$ cat config.mk
export PLATFORM = sky130hd
export DESIGN_NAME = uop_rename_queue
export DESIGN_NICKNAME = d
export VERILOG_FILES = /design/src/rtl/uop_pkg.sv /design/src/rtl/uop_rename_queue.sv
export SDC_FILE = /design/constraint.sdc
export NUM_CORES = 2
export LEC_CHECK = 0
export CORE_UTILIZATION = 64
export CTS_BUF_LIST = sky130_fd_sc_hd__clkbuf_4 sky130_fd_sc_hd__clkbuf_8
export DETAILED_ROUTE_END_ITERATION = 8
export GPL_TIMING_DRIVEN = 0
export PLACE_DENSITY_LB_ADDON = 0.15
export SLEW_MARGIN = 30
export SYNTH_ARGS = -nofsm -noshare
export SYNTH_HDL_FRONTEND = slang
export SYNTH_SLANG_ARGS = --single-unit
$ cat constraint.sdc
create_clock -name clk_in -period 14.95 [get_ports clk_in]
set_input_delay 2.99 -clock clk_in [delete_from_list [all_inputs] [get_ports clk_in]]
set_output_delay 2.99 -clock clk_in [all_outputs]
set_load 0.1 [all_outputs]
$ cat src/rtl/uop_pkg.sv
// Shared micro-op definitions and rename-queue sizing constants.
package uop_pkg;

    // Decoded micro-op as handed from decode to rename.
    typedef struct packed {
        logic [31:0] pc;
        logic [6:0]  opcode;
        logic [4:0]  rd;
        logic [4:0]  rs1;
        logic [4:0]  rs2;
        logic [31:0] imm;
    } uop_insn;

    localparam int UOPQ_DEPTH = 16;
    localparam int UOPQ_WIDTH = 2;

    localparam uop_insn UOP_ZERO = '0;

    // Number of uops carried by a decode slot-valid pattern. The illegal
    // pattern 10 carries nothing: slot 0 is empty and slot 1 is ignored.
    function automatic logic [1:0] legal_slot_count(input logic [1:0] valid);
        logic [1:0] n;
        case (valid)
            2'b01:   n = 2'd1;
            2'b11:   n = 2'd2;
            default: n = 2'd0;
        endcase
        return n;
    endfunction

endpackage

$ cat src/rtl/uop_rename_queue.sv
// Two-wide circular FIFO between decode and rename. Decode pushes up to two
// uops per cycle; the RAT takes the oldest one or two presented uops as a
// unit. Pointers carry an extra wrap bit so occupancy is simply tail - head.
module uop_rename_queue
    import uop_pkg::*;
#(
    parameter  int DEPTH = UOPQ_DEPTH,
    localparam int PTR_W = $clog2(DEPTH)
) (
    input  logic                      clk_in,
    input  logic                      rst_N_in,
    input  logic                      flush_in,
    input  logic [1:0]                enq_valid_in,
    input  uop_insn [UOPQ_WIDTH-1:0]  enq_uop_in,
    output logic                      enq_ready_out,
    output logic                      q_valid_out,
    output logic [1:0]                q_slot_valid_out,
    output uop_insn [UOPQ_WIDTH-1:0]  q_uop_out,
    input  logic                      q_increment_ready_in,
    output logic [PTR_W:0]            count_out
);

    typedef logic [PTR_W:0]   ptr_t;
    typedef logic [PTR_W-1:0] idx_t;

    localparam ptr_t PTR_ZERO  = ptr_t'(0);
    localparam ptr_t PTR_ONE   = ptr_t'(1);
    localparam ptr_t PTR_TWO   = ptr_t'(2);
    // A full pair fits only while at least two entries are free.
    localparam ptr_t ENQ_LIMIT = ptr_t'(DEPTH - 2);
    localparam idx_t IDX_ONE   = idx_t'(1);

    ptr_t    head_q, head_d;
    ptr_t    tail_q, tail_d;
    uop_insn mem_q [DEPTH];

    ptr_t    count_s;
    ptr_t    enq_n_s;
    ptr_t    deq_n_s;
    logic    enq_fire_s;
    logic    deq_fire_s;
    idx_t    rd_idx0_s, rd_idx1_s;
    idx_t    wr_idx0_s, wr_idx1_s;

    // Presentation to the RAT, derived purely from registered state (no enq bypass).
    always_comb begin
        count_s          = tail_q - head_q;
        rd_idx0_s        = head_q[PTR_W-1:0];
        rd_idx1_s        = rd_idx0_s + IDX_ONE;   // wraps naturally mod DEPTH
        q_valid_out      = (count_s != PTR_ZERO);
        if (count_s == PTR_ZERO) begin
            q_slot_valid_out = 2'b00;
        end else if (count_s == PTR_ONE) begin
            q_slot_valid_out = 2'b01;
        end else begin
            q_slot_valid_out = 2'b11;
        end
        q_uop_out[0]     = q_slot_valid_out[0] ? mem_q[rd_idx0_s] : UOP_ZERO;
        q_uop_out[1]     = q_slot_valid_out[1] ? mem_q[rd_idx1_s] : UOP_ZERO;
        // Readiness looks at current occupancy only; a same-cycle dequeue is not credited.
        enq_ready_out    = (count_s <= ENQ_LIMIT);
        count_out        = count_s;
    end

    // Handshake decode and next pointer values; flush overrides both handshakes.
    always_comb begin
        wr_idx0_s  = tail_q[PTR_W-1:0];
        wr_idx1_s  = wr_idx0_s + IDX_ONE;
        enq_n_s    = ptr_t'(legal_slot_count(enq_valid_in));
        enq_fire_s = enq_ready_out && (enq_n_s != PTR_ZERO) && !flush_in;
        deq_n_s    = (q_slot_valid_out == 2'b11) ? PTR_TWO : PTR_ONE;
        deq_fire_s = q_valid_out && q_increment_ready_in && !flush_in;
        head_d     = head_q;
        tail_d     = tail_q;
        if (flush_in) begin
            head_d = PTR_ZERO;
            tail_d = PTR_ZERO;
        end else begin
            if (enq_fire_s) begin
                tail_d = tail_q + enq_n_s;
            end else begin
                tail_d = tail_q;
            end
            if (deq_fire_s) begin
                head_d = head_q + deq_n_s;
            end else begin
                head_d = head_q;
            end
        end
    end

    // Head/tail pointer registers.
    always_ff @(posedge clk_in or negedge rst_N_in) begin
        if (!rst_N_in) begin
            head_q <= PTR_ZERO;
            tail_q <= PTR_ZERO;
        end else begin
            head_q <= head_d;
            tail_q <= tail_d;
        end
    end

    // Ring storage writes; contents are left unreset since occupancy gates every read.
    always_ff @(posedge clk_in) begin
        if (enq_fire_s) begin
            mem_q[wr_idx0_s] <= enq_uop_in[0];
            if (enq_n_s == PTR_TWO) begin
                mem_q[wr_idx1_s] <= enq_uop_in[1];
            end
        end
    end

endmodule

=== Word level (Yosys, flattened, before mapping) ===
Memories as Yosys holds them, arrays and structs flattened.
Cells that the tools add are included.

* $add $sub $neg: 5
* Order comparisons: 1
* Equality and inequality tests: 5
* Muxes and demuxes: 15
* Reduce and logical (&&, ||, !) cells: 10

{| class="wikitable"
|+ Operator list
! kind !! number
|-
| 86-bit 2-to-1 mux || 2
|-
| 5-bit 2-to-1 mux || 4
|-
| 5-bit by 2-bit adder with 5-bit output || 2
|-
| 4-bit by 1-bit adder with 4-bit output, second input constant || 2
|-
| 2-bit == test, second input constant || 3
|-
| 2-bit 2-to-1 mux || 3
|-
| 2-bit nonzero test || 3
|-
| 5-bit by 1-bit == test with 1-bit output, second input constant || 1
|-
| 5-bit by 4-bit less-or-equal comparator with 1-bit output, second input constant || 1
|-
| 5-bit logical NOT || 1
|-
| 1-bit 2-to-1 mux || 5
|-
| 5-bit nonzero test || 1
|-
| 5-bit subtractor || 1
|-
| 1-bit logical AND || 4
|-
| 2-bit one-hot mux with 2 select lines || 1
|-
| 2-bit by 1-bit == test with 1-bit output, second input constant || 1
|-
| 1-bit logical NOT || 1
|}

* Register bits: 10
* Memory bits (writable): 1376
* Input port bits: 178
* Logic and storage cells: 39
* Memories kept: 1

{| class="wikitable"
|+ Memory list
! memory !! depth !! bits a word !! read ports !! clocked after Yosys merged registers in !! wr ports !! RTL line !! RTL
|-
| mem_q || 16 || 86 || 2 || 0 || 2 || uop_rename_queue.sv:35 || <nowiki>uop_insn mem_q [DEPTH];</nowiki>
|}

=== Depth between registers and ports, before layout ===
* Depth after elaboration: 9
* Mapped depth: 15
* Depth with buffers taken out: 12

=== Least setup slack after synthesis ===
OpenSTA, ideal clock, no wires.

* Kind: register to register
* Start point: register head_q[1]
* End point: memory mem_q[1][0] in the netlist's numbering (enable)
* Data arrival time: 13.044 ns
* Data required time: 14.178 ns
* Slack: 1.134 ns
* Cell stages (with the launch flop): 15
* Buffers on the path: 6
* Clock period less this slack: 13.816 ns
* Cells stage by stage: dfrtp_1 > clkbuf_1 > buf_2 > buf_2 > inv_1 > fa_1 > xor2_1 > and3_1 > a32o_1 > buf_6 > buf_6 > buf_6 > inv_1 > nand2_1 > nor4b_1

{| class="wikitable"
|+ RTL lines
! element !! RTL line !! RTL
|-
| start, declared || uop_rename_queue.sv:33 || <nowiki>ptr_t head_q, head_d;</nowiki>
|-
| start signal, assigned || uop_rename_queue.sv:95 || <nowiki>head_q <= PTR_ZERO;</nowiki>
|-
| start signal, assigned || uop_rename_queue.sv:98 || <nowiki>head_q <= head_d;</nowiki>
|-
| end, declared || uop_rename_queue.sv:35 ||
|}

==> results.cfg <==
[route]
ant_nets = 0
drcViolationCount = 0
drtPass1Iterations = 8
vias = 54500
routed_wirelength_mm = 270
vias_per_cell = 7.42
wire_per_inst_um = 36.8
drt-initial-drc-count = 7834

[layout]
nNetsFinal = 5676
drive_gt1_share_pct = 53.3
syn_to_final_growth_pct = 15.5
postLayoutCoreUtil_pct = 74.9

[die]
start_util_pct = 64.9
io_pins = 359
rows = 130
die_x_um = 360
core_sq_mm = 0.126
die-area_sq_mm = 0.129
dieHeight_um = 360

[setup_path]
required_ns = 11.96
critPathMostFrequentCell = clkbuf_1
critPathMaxStageDelay_ns = 1.21
slowest_stage = clkdlybuf4s50_1
reg2reg_slack_ns = 7.99
cp_max_fo = 12
path_cells = clkbuf_1 -> buf_2 -> buf_2 -> inv_1 -> fa_1 -> xor2_1 -> or2_2 -> a221oi_1 -> nand2_1 -> clkbuf_1 -> clkbuf_1 -> and2_1 -> clkdlybuf4s50_1
critPathLaunchType = flip-flop
endpoint_kind = primary output
critPathKind = flip-flop to primary output
crit_arrival_ns = 8.33
worst_r2r_startpoint = head_q[1]$_DFFE_PN0P_
r2r_cells = 20
crit_start = head_q[1]$_DFFE_PN0P_
reg2reg_to = mem_q[5][77]$_DFFE_PP_
crit_path_end = q_uop_out[54]

[synth]
yosysWarnings = 0
syn_area_sq_mm = 0.0819
syn_avg_cell_area_sq_um = 17.5
synth-seq-area-share_pct = 50.8
synthTopCellsByArea = edfxtp_1 50%, mux4_2 21%, mux2_2 17%
syn_nets = 4867
synth_area_leader_cell = edfxtp_1
syn_inst = 4677
ys_ff_latch = 1386
synth_cell_types = 45
yosysTopAreaCellShare_pct = 50.5

[global_routing]
grtUsageTotal_pct = 41.7
grt-ovfl-total = 0
grt_max_degree = 19
grt_pass1_wl_mm = 383
grt_pass1_vias = 55300
antenna_found_initial = 30

[timing]
tightest_slew_ns = 1.17
setup_viol = 0
tns_ns = 0
slew_headroom_pct = 21.8
hold_viol = 0
fmaxAchievable_mhz = 88.3
timing.final.crit_share_pct = 75.7
fin_ws_ns = 3.63
holdWs_ns = 0.594
finalMaxSlewViolations = 0
fin_crit_ns = 11.32
rsz0062_at_grt = false
fin_skew_ns = 0.0609

[clock_network]
numCtsBuffers = 230
clock_sinks = 1386
cts_tree = built
cts_buffer_depth = 3
cts_hold_buf = 0
root_buffer = clkbuf_8
cts_resized = 0
clkSlewWorstSetupHoldPaths_ns = 0.08
worstSkewPairLatency_ns = 1.02
cts_setup_buffers = 0
cts-htree-levels = 4

[flow_run]
drv_cap = 0

[pwr]
power_density_mw_per_mm2 = 174
p_total_uw = 16500
p_leak_uw = 0.0306
ir_worst_vdd_v = 0.000372

[placed_design]
dp_worst_setup_slack_ns = 5.13
port-buffer-count = 357
gp_congestion = 0.916
hpwl_mm = 189

[status]
status = complete, no violations

[worst_hold_path]
hold_class = flip-flop to flip-flop
[critical path: cells and delay by family, from the launching register on]
kind	cells	cell delay [ns]
AOI/OAI and AO/OA	1	0.10
buffers and inverters	7	4.32
adders and majority gates	1	0.48
xor gates and xnor gates	1	0.56
DFF	1	0.44
and+or+nand+nor	3	1.41
[sequential cells by signal (all words and copies together), names as in the netlist]
register / flops
head_q: 5
tail_q: 5
mem_q: 1376
[per-layer routing]
metal | routed length (um) | GRT usage (%) | up-vias
met1 | 89200 | 51.8 | 27600
met3 | 37100 | 13.5 | 1141
li1 | - | - | 21100
met4 | 19900 | 27.4 | 30
met5 | 341 | 0.925 | -
met2 | 124000 | 63.2 | 4606
[cell usage in the layout (no fill, tap or decap), types with 4 or more instances in the layout]
master	n
edfxtp_1	1376
mux2_2	1259
mux4_2	774
clkdlybuf4s50_1	351
clkbuf_1	293
clkbuf_8	239
buf_2	220
a211oi_1	171
buf_4	135
mux2_4	120
and2_1	89
mux2i_1	88
nor2b_1	87
clkbuf_4	81
clkinv_1	72
clkbuf_2	55
buf_16	47
buf_6	28
diode_2	22
clkinv_2	14
a21oi_1	12
nor2_1	12
inv_1	11
nand3_1	10
buf_1	10
dfrtp_1	10
ha_1	9
nor2_4	8
nand2_1	7
nand2b_1	7
clkinvlp_4	7
o21ai_0	5
or3_1	5
nor3_4	5
buf_8	5
nor4_4	4
[power by group]
| group | internal (uW) | switching [uW] | total (uW) |
|---|---|---|---|
| clock network | 1680 | 1620 | 3300 |
| logic | 2510 | 6260 | 8770 |
| registers | 4390 | 41.5 | 4430 |
| total | 8570 | 7920 | 16500 |
[logic make-up after synthesis]
group	count (synthesis)	synth area share, %
xor+xnor	4	0.0428
mux	2241	41.9
fa+ha+maj	12	0.211
compound gates	198	1.77
buf+inv	582	3.28
flops	1386	50.8
simple gates	254	2.03
[cell type report]
| cell class | instances | area [sq um] |
|---|---|---|
| Antenna cell | 22 | 55.1 |
| Buffer | 570 | 2760 |
| Clock buffer | 319 | 3880 |
| Clock inverter | 97 | 449 |
| Fill cell | 7534 | 31600 |
| Inverter | 12 | 45.0 |
| Multi-Input combinational cell | 2709 | 37700 |
| Sequential cell | 1386 | 41600 |
| Tap cell | 1650 | 2060 |
| Timing Repair Buffer | 577 | 6020 |
[through the flow]
| stage | cells | cell area [sq um] |
|---|---|---|
| 5_1_grt | 7335 | 94600 |
| 3_3_place_gp | 6684 | 87500 |
| 4_1_cts | 7319 | 94500 |
| 3_5_place_dp | 6903 | 90200 |
| 2_1_floorplan | 4677 | 81900 |
| 6_report | 7342 | 94600 |
[Yosys cell counts (all sizes together)]
cell	n
buf	231
nand2b	7
clkbuf	339
mux2	1379
inv	12
nor4b	1
mux4	774
mux2i	88
nor3b	5
and3	1
or4	3
fa	3
a2111oi	2
nor2	20
nand2	7
ha	9
o21ai	5
and3b	1
o31ai	2
nand3	10
or2	2
or3	5
a211oi	172
o32a	1
nor2b	87
a32o	1
nor3	9
xnor2	1
dfrtp	10
xor2	3
a21o	2
a21oi	12
nor4	7
and2	89
a221oi	1
edfxtp	1376
[worst min-delay path by stage]
stage                                from                    end  slack, ns  cells past startpoint
finish              tail_q[4]$_DFFE_PN0P_  tail_q[4]$_DFFE_PN0P_       0.59                      2
global route        tail_q[4]$_DFFE_PN0P_  tail_q[4]$_DFFE_PN0P_       0.62                      2
CTS                 tail_q[4]$_DFFE_PN0P_  tail_q[4]$_DFFE_PN0P_       0.60                      2
detailed placement  tail_q[4]$_DFFE_PN0P_  tail_q[4]$_DFFE_PN0P_       0.59                      2
global placement    tail_q[4]$_DFFE_PN0P_  tail_q[4]$_DFFE_PN0P_       0.56                      2
floorplan           tail_q[4]$_DFFE_PN0P_  tail_q[4]$_DFFE_PN0P_       0.53                      2
Power figures use the tool's default switching activity.
